[config.mk]
export PLATFORM = sky130hd
export DESIGN_NAME = riscv_intc_plic
export DESIGN_NICKNAME = d
export VERILOG_FILES = /design/src/rtl/riscv_intc_plic.sv
export SDC_FILE = /design/constraint.sdc
export NUM_CORES = 1
export LEC_CHECK = 0
export BUFFER_PORTS_ARGS = -buffer_cell sky130_fd_sc_hd__buf_4
export CAP_MARGIN = 20
export CORE_UTILIZATION = 45
export CTS_CLUSTER_DIAMETER = 30
export DETAILED_ROUTE_END_ITERATION = 16
export PLACE_DENSITY = 0.71
export SYNTH_ARGS = -nofsm -noshare
export SYNTH_HDL_FRONTEND = slang
export SYNTH_SLANG_ARGS = --single-unit
[constraint.sdc]
create_clock -name clk_i -period 19.8 [get_ports clk_i]
set_input_delay 2.97 -clock clk_i [delete_from_list [all_inputs] [get_ports clk_i]]
set_output_delay 2.97 -clock clk_i [all_outputs]
set_load 0.1 [all_outputs]
[src/rtl/riscv_intc_plic.sv]
// Interrupt controller with prioritised external sources, claim/complete handshake
// and combinational priority of synchronous exceptions on the trap cause.
module riscv_intc_plic #(
  parameter int                 NUMINT     = 16,
  parameter int                 PRIO_W     = 3,
  parameter int                 MXLEN      = 32,
  parameter logic [MXLEN-1:0]   CAUSE_BASE = 32'h80000010
) (
  input  logic                     clk_i,
  input  logic                     rstn_i,
  input  logic [NUMINT-1:0]        ext_int_i,
  input  logic [NUMINT-1:0]        en_i,
  input  logic [NUMINT-1:0]        edge_mode_i,
  input  logic [NUMINT*PRIO_W-1:0] prio_i,
  input  logic [PRIO_W-1:0]        threshold_i,
  input  logic                     global_en_i,
  output logic                     irq_o,
  output logic [MXLEN-1:0]         cause_o,
  input  logic                     claim_i,
  input  logic                     complete_i,
  output logic                     active_o,
  input  logic                     illegal_instr_i,
  input  logic                     misalig_acc_i,
  input  logic                     ecall_i
);
  localparam int IDW = (NUMINT > 1) ? $clog2(NUMINT) : 1;

  logic [NUMINT-1:0] sync1_q, sync2_q, sync3_q;
  logic [NUMINT-1:0] pending_q, pending_d;
  logic [NUMINT-1:0] rise, claimClr;
  logic              win_valid_q, win_valid_d;
  logic [IDW-1:0]    win_id_q, win_id_d, claimed_id_q;
  logic              active_q;
  logic              claimFire;
  logic [PRIO_W-1:0] curPrio, bestPrio;

  assign rise      = sync2_q & ~sync3_q;
  assign irq_o     = win_valid_q & global_en_i & ~active_q;
  assign claimFire = claim_i & irq_o;
  assign active_o  = active_q;

  // A new edge in the claim cycle keeps the bit set, so that interrupt is not lost.
  always_comb begin
    claimClr = '0;
    if (claimFire) claimClr[win_id_q] = 1'b1;
    pending_d = (edge_mode_i & ((pending_q & ~claimClr) | (rise & en_i)))
              | (~edge_mode_i & sync2_q & en_i);
  end

  // Strict '>' against the running best keeps the lowest index on equal priority;
  // the level source currently in service is held out until it is completed.
  always_comb begin
    win_valid_d = 1'b0;
    win_id_d    = '0;
    bestPrio    = '0;
    curPrio     = '0;
    for (int i = 0; i < NUMINT; i++) begin
      curPrio = prio_i[i*PRIO_W +: PRIO_W];
      if (pending_q[i] && en_i[i] && (curPrio > threshold_i)
          && !(active_q && !edge_mode_i[i] && (claimed_id_q == IDW'(i)))
          && (!win_valid_d || (curPrio > bestPrio))) begin
        win_valid_d = 1'b1;
        win_id_d    = IDW'(i);
        bestPrio    = curPrio;
      end
    end
  end

  always_ff @(posedge clk_i or negedge rstn_i) begin
    if (!rstn_i) begin
      sync1_q      <= '0;
      sync2_q      <= '0;
      sync3_q      <= '0;
      pending_q    <= '0;
      win_valid_q  <= 1'b0;
      win_id_q     <= '0;
      active_q     <= 1'b0;
      claimed_id_q <= '0;
    end else begin
      sync1_q     <= ext_int_i;
      sync2_q     <= sync1_q;
      sync3_q     <= sync2_q;
      pending_q   <= pending_d;
      win_valid_q <= win_valid_d;
      win_id_q    <= win_id_d;
      if (claimFire) begin
        active_q     <= 1'b1;
        claimed_id_q <= win_id_q;
      end else if (complete_i && active_q) begin
        active_q <= 1'b0;
      end
    end
  end

  always_comb begin
    if (illegal_instr_i)    cause_o = MXLEN'(2);
    else if (misalig_acc_i) cause_o = MXLEN'(4);
    else if (ecall_i)       cause_o = MXLEN'(11);
    else if (irq_o)         cause_o = CAUSE_BASE + MXLEN'(win_id_q);
    else if (active_q)      cause_o = CAUSE_BASE + MXLEN'(claimed_id_q);
    else                    cause_o = '0;
  end

endmodule

==> results of run 1 <==
kinds of logic after synthesis:
group           Yosys count
simple gates            229
compound gates          188
fa+ha+maj                88
buf+inv                  79
flops                    74
mux                       9
other cells               1
registers in the layout, summed over array words and instances (netlist names):
register,cells
active_o,1
sync3_q,16
win_valid_q,1
win_id_q,4
pending_q,16
sync1_q,16
claimed_id_q,4
sync2_q,16
metal layers:
metal / vias up / GRT usage [%]
met2: 356 / 48.8
met3: 93 / 4.12
met4: 0 / 12.4
met5: - / 0
met1: 3093 / 36.1
li1: 2970 / -
cells in the mapped netlist, types with 4 or more instances:
cell / instances
a311oi_1: 4
mux2_2: 6
o211a_1: 7
o311ai_0: 6
buf_4: 28
nor2b_1: 21
a221o_1: 5
or2_2: 4
nand2_1: 76
a21boi_0: 5
ha_1: 86
nand2b_1: 8
inv_1: 47
nor3_1: 20
a31oi_1: 15
nor2_1: 24
a21oi_1: 28
o211ai_1: 17
nand4_1: 4
nand3_1: 44
o21a_1: 14
or3_1: 7
o21ai_1: 4
a21o_1: 13
dfrtp_1: 74
a22oi_1: 5
and2_1: 4
o21ai_0: 21
final timing paths:
kind | cells past startpoint | to | slack (ns) | startpoint
hold / removal | 0 | sync2_q[0] | 0.35 | sync1_q[0]
setup / recovery | 118 | win_id_q[2] | -2.62 | threshold_i[2]
max in group asynchronous | 1 | claimed_id_q[1] | 16.46 | rstn_i
min in group asynchronous | 1 | sync1_q[14] | 2.77 | rstn_i
hold reg to reg | 0 | sync2_q[0] | 0.35 | sync1_q[0]
setup reg to reg | 115 | win_id_q[2] | -0.50 | active_o
worst max-delay path, delay by kind of cell:
| family | cells | cell delay [ns] |
|---|---|---|
| AO/OA/AOI/OAI | 66 | 11.24 |
| multiplexers | 1 | 0.19 |
| adder cells (fa/ha/maj) | 17 | 4.50 |
| AND/OR/NAND/NOR | 23 | 2.44 |
| buffers and inverters | 11 | 1.24 |
area by class of cell:
cell class | instances | area, sq um | area share [%]
Tap cell | 172 | 215 | 2.36
Clock buffer | 9 | 225 | 2.47
Inverter | 48 | 188 | 2.06
Timing Repair Buffer | 260 | 1980 | 21.7
Multi-Input combinational cell | 540 | 4580 | 50.1
Clock inverter | 7 | 93.8 | 1.03
Sequential cell | 74 | 1850 | 20.3
stage by stage:
stage	util (%)	TNS (ns)
after CTS	68.2	-8.30
after floorplan	-	-6.83
final	71.2	-10.30
after detailed placement	61.0	-11.28
after global placement	61.0	-7.78
after global routing	71.2	-14.02
layout by cell type, fill, tap and decap left out, types with 8 or more instances in the layout:
| cell | count |
|---|---|
| a21o_1 | 13 |
| a21oi_1 | 16 |
| a21oi_2 | 8 |
| a31oi_1 | 12 |
| buf_4 | 252 |
| clkbuf_16 | 9 |
| conb_1 | 26 |
| dfrtp_1 | 74 |
| ha_1 | 64 |
| ha_4 | 16 |
| inv_1 | 40 |
| nand2_1 | 68 |
| nand2b_1 | 8 |
| nand3_1 | 42 |
| nor2_1 | 21 |
| nor2b_1 | 12 |
| nor2b_4 | 9 |
| nor3_1 | 19 |
| o211ai_1 | 17 |
| o21a_1 | 12 |
| o21ai_2 | 12 |
what timing repair did:
action | CTS | global route
setup buffers | 40 | 14
pin swaps | 61 | 78
resized for setup | 57 | 50
setup endpoints to repair | 4 | 4
report_power, final:
| group | switching (mW) | internal, mW | leakage [nW] |
|---|---|---|---|
| sequential | 0.0217 | 0.168 | 0.885 |
| clock | 0.0618 | 0.110 | 0.151 |
| combinational | 0.203 | 0.184 | 3.34 |
==> flow_summary.toml, run 1 <==
[routing]
drtAntennaViolNets = 0
drtPass1Iterations = 5
drc = 0
drt-total-wl_mm = 20.5
wl_met3_mm = 1.47
dr_wl_met2_mm = 9.76
avgViaCountPerCell = 5.87
drt_iter0_drc = 535
vias = 6512
top_layer_used = "met4"
wl_per_cell_microns = 18.5
drt-met1-wl_mm = 8.33

[timing]
finalCritPeriodShare_pct = 113
slew_headroom_pct = 40.9
setup_viol = 4
fin_skew_ns = 0.00693
max_freq_mhz = 44.6
tightest_slew_ns = 0.886
period_needed_ns = 22.42
finalHoldViolCount = 0
whs_ns = 0.346
rsz0062_at_grt = "true"
drv_slew = 0
setup_ws_ns = -2.62

[layout]
fin_nets = 1126
antennaDiodeCount = 0
fillers = 905
postLayoutCellArea_sq_um = 9130
stdcell_count = 1110
drive_gt1_share_pct = 43.8
syn_to_final_growth_pct = 52.1

[yosys]
synth_compound_gate_area_share_pct = 23.4
ys_types = 72
synth_area_sq_um = 6000
yosysTopAreaCell = "dfrtp_1"
yosys.area_share.adder_pct = 18.3
synth-simple-area-share_pct = 19.1
synth_edf_count = 0
synth_warnings = 0
synth_cells = 668
synth_xor_area_share_pct = 0
ys_ff_latch = 74
synth-seq-area-share_pct = 30.8
syn_avg_cell_area_sq_um = 8.99
yosys.area.top_type_share_pct = 30.8
yosys_most_used_dff = "dfrtp_1"
synthArstFlopShare_pct = 100
synthTopCellsByArea = "dfrtp_1 31%, ha_1 18%, nand2_1 4.8%"
synth_top_family_by_area = "compound AO/OA/AOI/OAI gates"
synth.area.mux_share_pct = 1.63

[power]
p_leak_nw = 4.38
cellPowerDensity_nw_per_um2 = 81.9
power.total_mw = 0.747
vdd_drop_max_v = 0.0000804

[setup_path]
path_class = "in -> reg"
critical_path_peak_fanout = 6
worst_setup_path_start_kind = "input port"
worst_path_max_delay_cell = "a221o_1"
end_kind = "flop"
worst_ep_arrival_time_ns = 22.58
cp_common_cell = "o21ai_2"
critPathRequiredTime_ns = 19.97
cpPeakStageDelay_ns = 0.38

[floorplanning]
die_w_microns = 118
die_h_microns = 118
row_count = 41
start_util_pct = 46.8
core-area_sq_um = 12800
io_pins = 141
die_area_sq_um = 13800

[global_route]
overflow = 0
grt_max_degree = 75
grt_util_all_layers_pct = 28.6
first_global_vias = 6507
grt_pass1_wl_mm = 31.7
antenna_found_initial = 0

[placed_design]
dp.cells = 1039
post_dp_cell_area_sq_um = 7820
dp_hpwl_mm = 14.7
pre_cts_ws_ns = -2.87
io_buffers = 114
gp_congestion = 0.932

[clocking]
clk_latency_ns = 0.32
cts_root_buf = "clkbuf_16"
cts_tree = "done"
cts_max_level = 3
cts_made_buffers = 9
cts.path.max_buffers = 2
cts_hold_buf = 0
cts_sinks = 74
path_clk_slew_ns = 0.06

[run]
drv_cap = 0

[status]
status = "finished with violations"
violations = "negative setup slack"

[hold_path]
holdCritPathClass = "reg -> reg"
(Power assumes the default switching activity.)
==> run 2: changes to the inputs <==
--- a/config.mk
+++ b/config.mk
@@ -7,10 +7,10 @@
 export LEC_CHECK = 0
 export BUFFER_PORTS_ARGS = -buffer_cell sky130_fd_sc_hd__buf_4
 export CAP_MARGIN = 20
-export CORE_UTILIZATION = 45
+export CORE_UTILIZATION = 50
 export CTS_CLUSTER_DIAMETER = 30
 export DETAILED_ROUTE_END_ITERATION = 16
-export PLACE_DENSITY = 0.71
+export PLACE_DENSITY = 0.78
 export SYNTH_ARGS = -nofsm -noshare
 export SYNTH_HDL_FRONTEND = slang
 export SYNTH_SLANG_ARGS = --single-unit
==> flow_summary.toml, run 2 (same netlist as run 1, synthesis figures left out) <==
[power]
p_sw_mw = 0.281
vdd_drop_max_v = 0.0000716
p_int_mw = 0.459
p_leak_nw = 4.38
p_sw_share_pct = 38.0
p_clk_share_pct = 25.2
cellPowerDensity_nw_per_um2 = 82.2
seqPwrFrac_pct = 25.1
power.total_mw = 0.740
comb_power_share_pct = 49.8

[floorplanning]
die_h_microns = 112
row_count = 39
die_w_microns = 112
core-area_sq_um = 11600
die_area_sq_um = 12500
start_util_pct = 51.9
io_pins = 141

[run]
drv_cap = 0

[timing]
rsz0062_at_grt = "true"
whs_ns = 0.346
max_freq_mhz = 44.1
tightest_slew_ns = 0.942
drv_slew = 0
fin_skew_ns = 0.00726
period_needed_ns = 22.67
slew_headroom_pct = 36.2
finalCritPeriodShare_pct = 114
setup_viol = 4
finalHoldViolCount = 0
setup_ws_ns = -2.87

[layout]
fin_nets = 1122
fillers = 738
antennaDiodeCount = 0
finish.utilization_pct = 77.9
stdcell_count = 1077
layout_commonest_cell = "buf_4"
final_cell_mix = "250 x buf_4, 74 x dfrtp_1, 70 x nand2_1, 70 x ha_1, 44 x nand3_1"
drive_gt1_share_pct = 42.5
syn_to_final_growth_pct = 50.0

[setup_path]
worstReg2RegEnd = "win_id_q[3]"
critPathTopFamily = "compound AO/OA/AOI/OAI gates"
cpPeakStageDelay_ns = 0.37
end_kind = "flop"
worst_path_max_delay_cell = "or3_4"
critPathRequiredTime_ns = 19.98
path_class = "in -> reg"
r2r_slack_ns = -0.71
worst_ep_arrival_time_ns = 22.85
r2r_start = "active_o"
reg2reg_depth = 111
critical_path_peak_fanout = 6
crit_buf_inv = 6
worst_setup_path_start_kind = "input port"

[routing]
vias = 6520
drtPass1Iterations = 12
drt_iter0_drc = 674
top_layer_used = "met4"
avgViaCountPerCell = 6.05
dr_wl_met2_mm = 10.3
drt-met1-wl_mm = 8.64
wl_per_cell_microns = 19.4
drc = 10
drtAntennaViolNets = 0
drt-total-wl_mm = 20.8
wl_met3_mm = 1.25

[status]
status = "finished with violations"
violations = "design-rule violations, negative setup slack"

[placed_design]
dp.cells = 1017
gp_congestion = 0.957
dp_hpwl_mm = 14.8
io_buffers = 114

[global_route]
grt_pass1_wl_mm = 32.1
first_global_vias = 6530
overflow = 0
grt_max_degree = 75
antenna_found_initial = 0
grt_util_all_layers_pct = 32.6

[clocking]
cts_made_buffers = 9
cts_hold_buf = 0
cts.path.max_buffers = 2
path_clk_slew_ns = 0.06
cts_sinks = 74
clk_latency_ns = 0.33
cts_max_level = 3
cts_tree = "done"
cts_root_buf = "clkbuf_16"

[hold_path]
hold_depth = 0
holdCritPathClass = "reg -> reg"
hp-start = "sync1_q[1]"
hold_path_end = "sync2_q[1]"
run 2: changes by cell type in the layout (fill, tap and decap cells not counted), moves of 3 or more:
cell / before / now
a21oi_4: 4 / 1
ha_4: 16 / 11
ha_1: 64 / 70
a21oi_2: 8 / 11
run 2: cell type report:
class                           count  area [sq um]  share of cell area [%]
Clock buffer                       10           229                    2.54
Clock inverter                      6           114                    1.26
Inverter                           48           188                    2.08
Multi-Input combinational cell    540          4500                    49.9
Sequential cell                    74          1850                    20.6
Tap cell                          143           179                    1.99
Timing Repair Buffer              256          1950                    21.6
run 2: per-layer routing:
| metal | vias to the layer above | track usage (%) |
|---|---|---|
| li1 | 2970 | - |
| met1 | 3148 | 40.9 |
| met2 | 338 | 56.3 |
| met3 | 64 | 5.44 |
| met4 | 0 | 12.5 |
| met5 | - | 0 |
run 2: metrics by stage:
stage	TNS (ns)	area (sq um)	worst slack [ns]
2_1_floorplan	-6.83	6300	-1.75
3_3_place_gp	-8.76	7840	-2.23
3_5_place_dp	-11.84	7840	-3.01
4_1_cts	-8.72	8590	-2.24
5_1_grt	-14.21	9010	-3.60
6_report	-11.27	9010	-2.87
run 2: how the worst max path moves through the flow:
stage	slack, ns	startpoint	endpoint	cells past startpoint
after global placement	-2.23	threshold_i[2]	win_id_q[3]	116
after detailed placement	-3.01	threshold_i[1]	win_id_q[3]	115
after floorplan	-1.75	threshold_i[1]	win_id_q[3]	116
after CTS	-2.24	threshold_i[1]	win_id_q[3]	115
final	-2.87	threshold_i[1]	win_id_q[3]	114
after global routing	-3.60	threshold_i[1]	win_id_q[3]	116
run 2: worst register-to-register path, delay by kind of cell, from the launching register on:
family          cells  cell delay [ns]
fa+ha+maj          16             4.23
buf+inv             4             0.43
compound gates     62            10.91
flops               1             0.56
simple gates       28             4.08
mux                 1             0.20
run 2: power by group through the flow:
stage | sequential [mW] | clock, mW | combinational, mW
after floorplan | 0.185 | 0 | 0.182
after global placement | 0.185 | 0 | 0.279
after detailed placement | 0.186 | 0 | 0.292
after CTS | 0.185 | 0.187 | 0.327
after global routing | 0.187 | 0.195 | 0.393
final | 0.186 | 0.186 | 0.369
run 2: repair_timing:
action | in CTS | in global routing
resized for setup | 36 | 62
setup buffers | 28 | 16
setup endpoints to repair | 4 | 4
pin swaps | 48 | 46
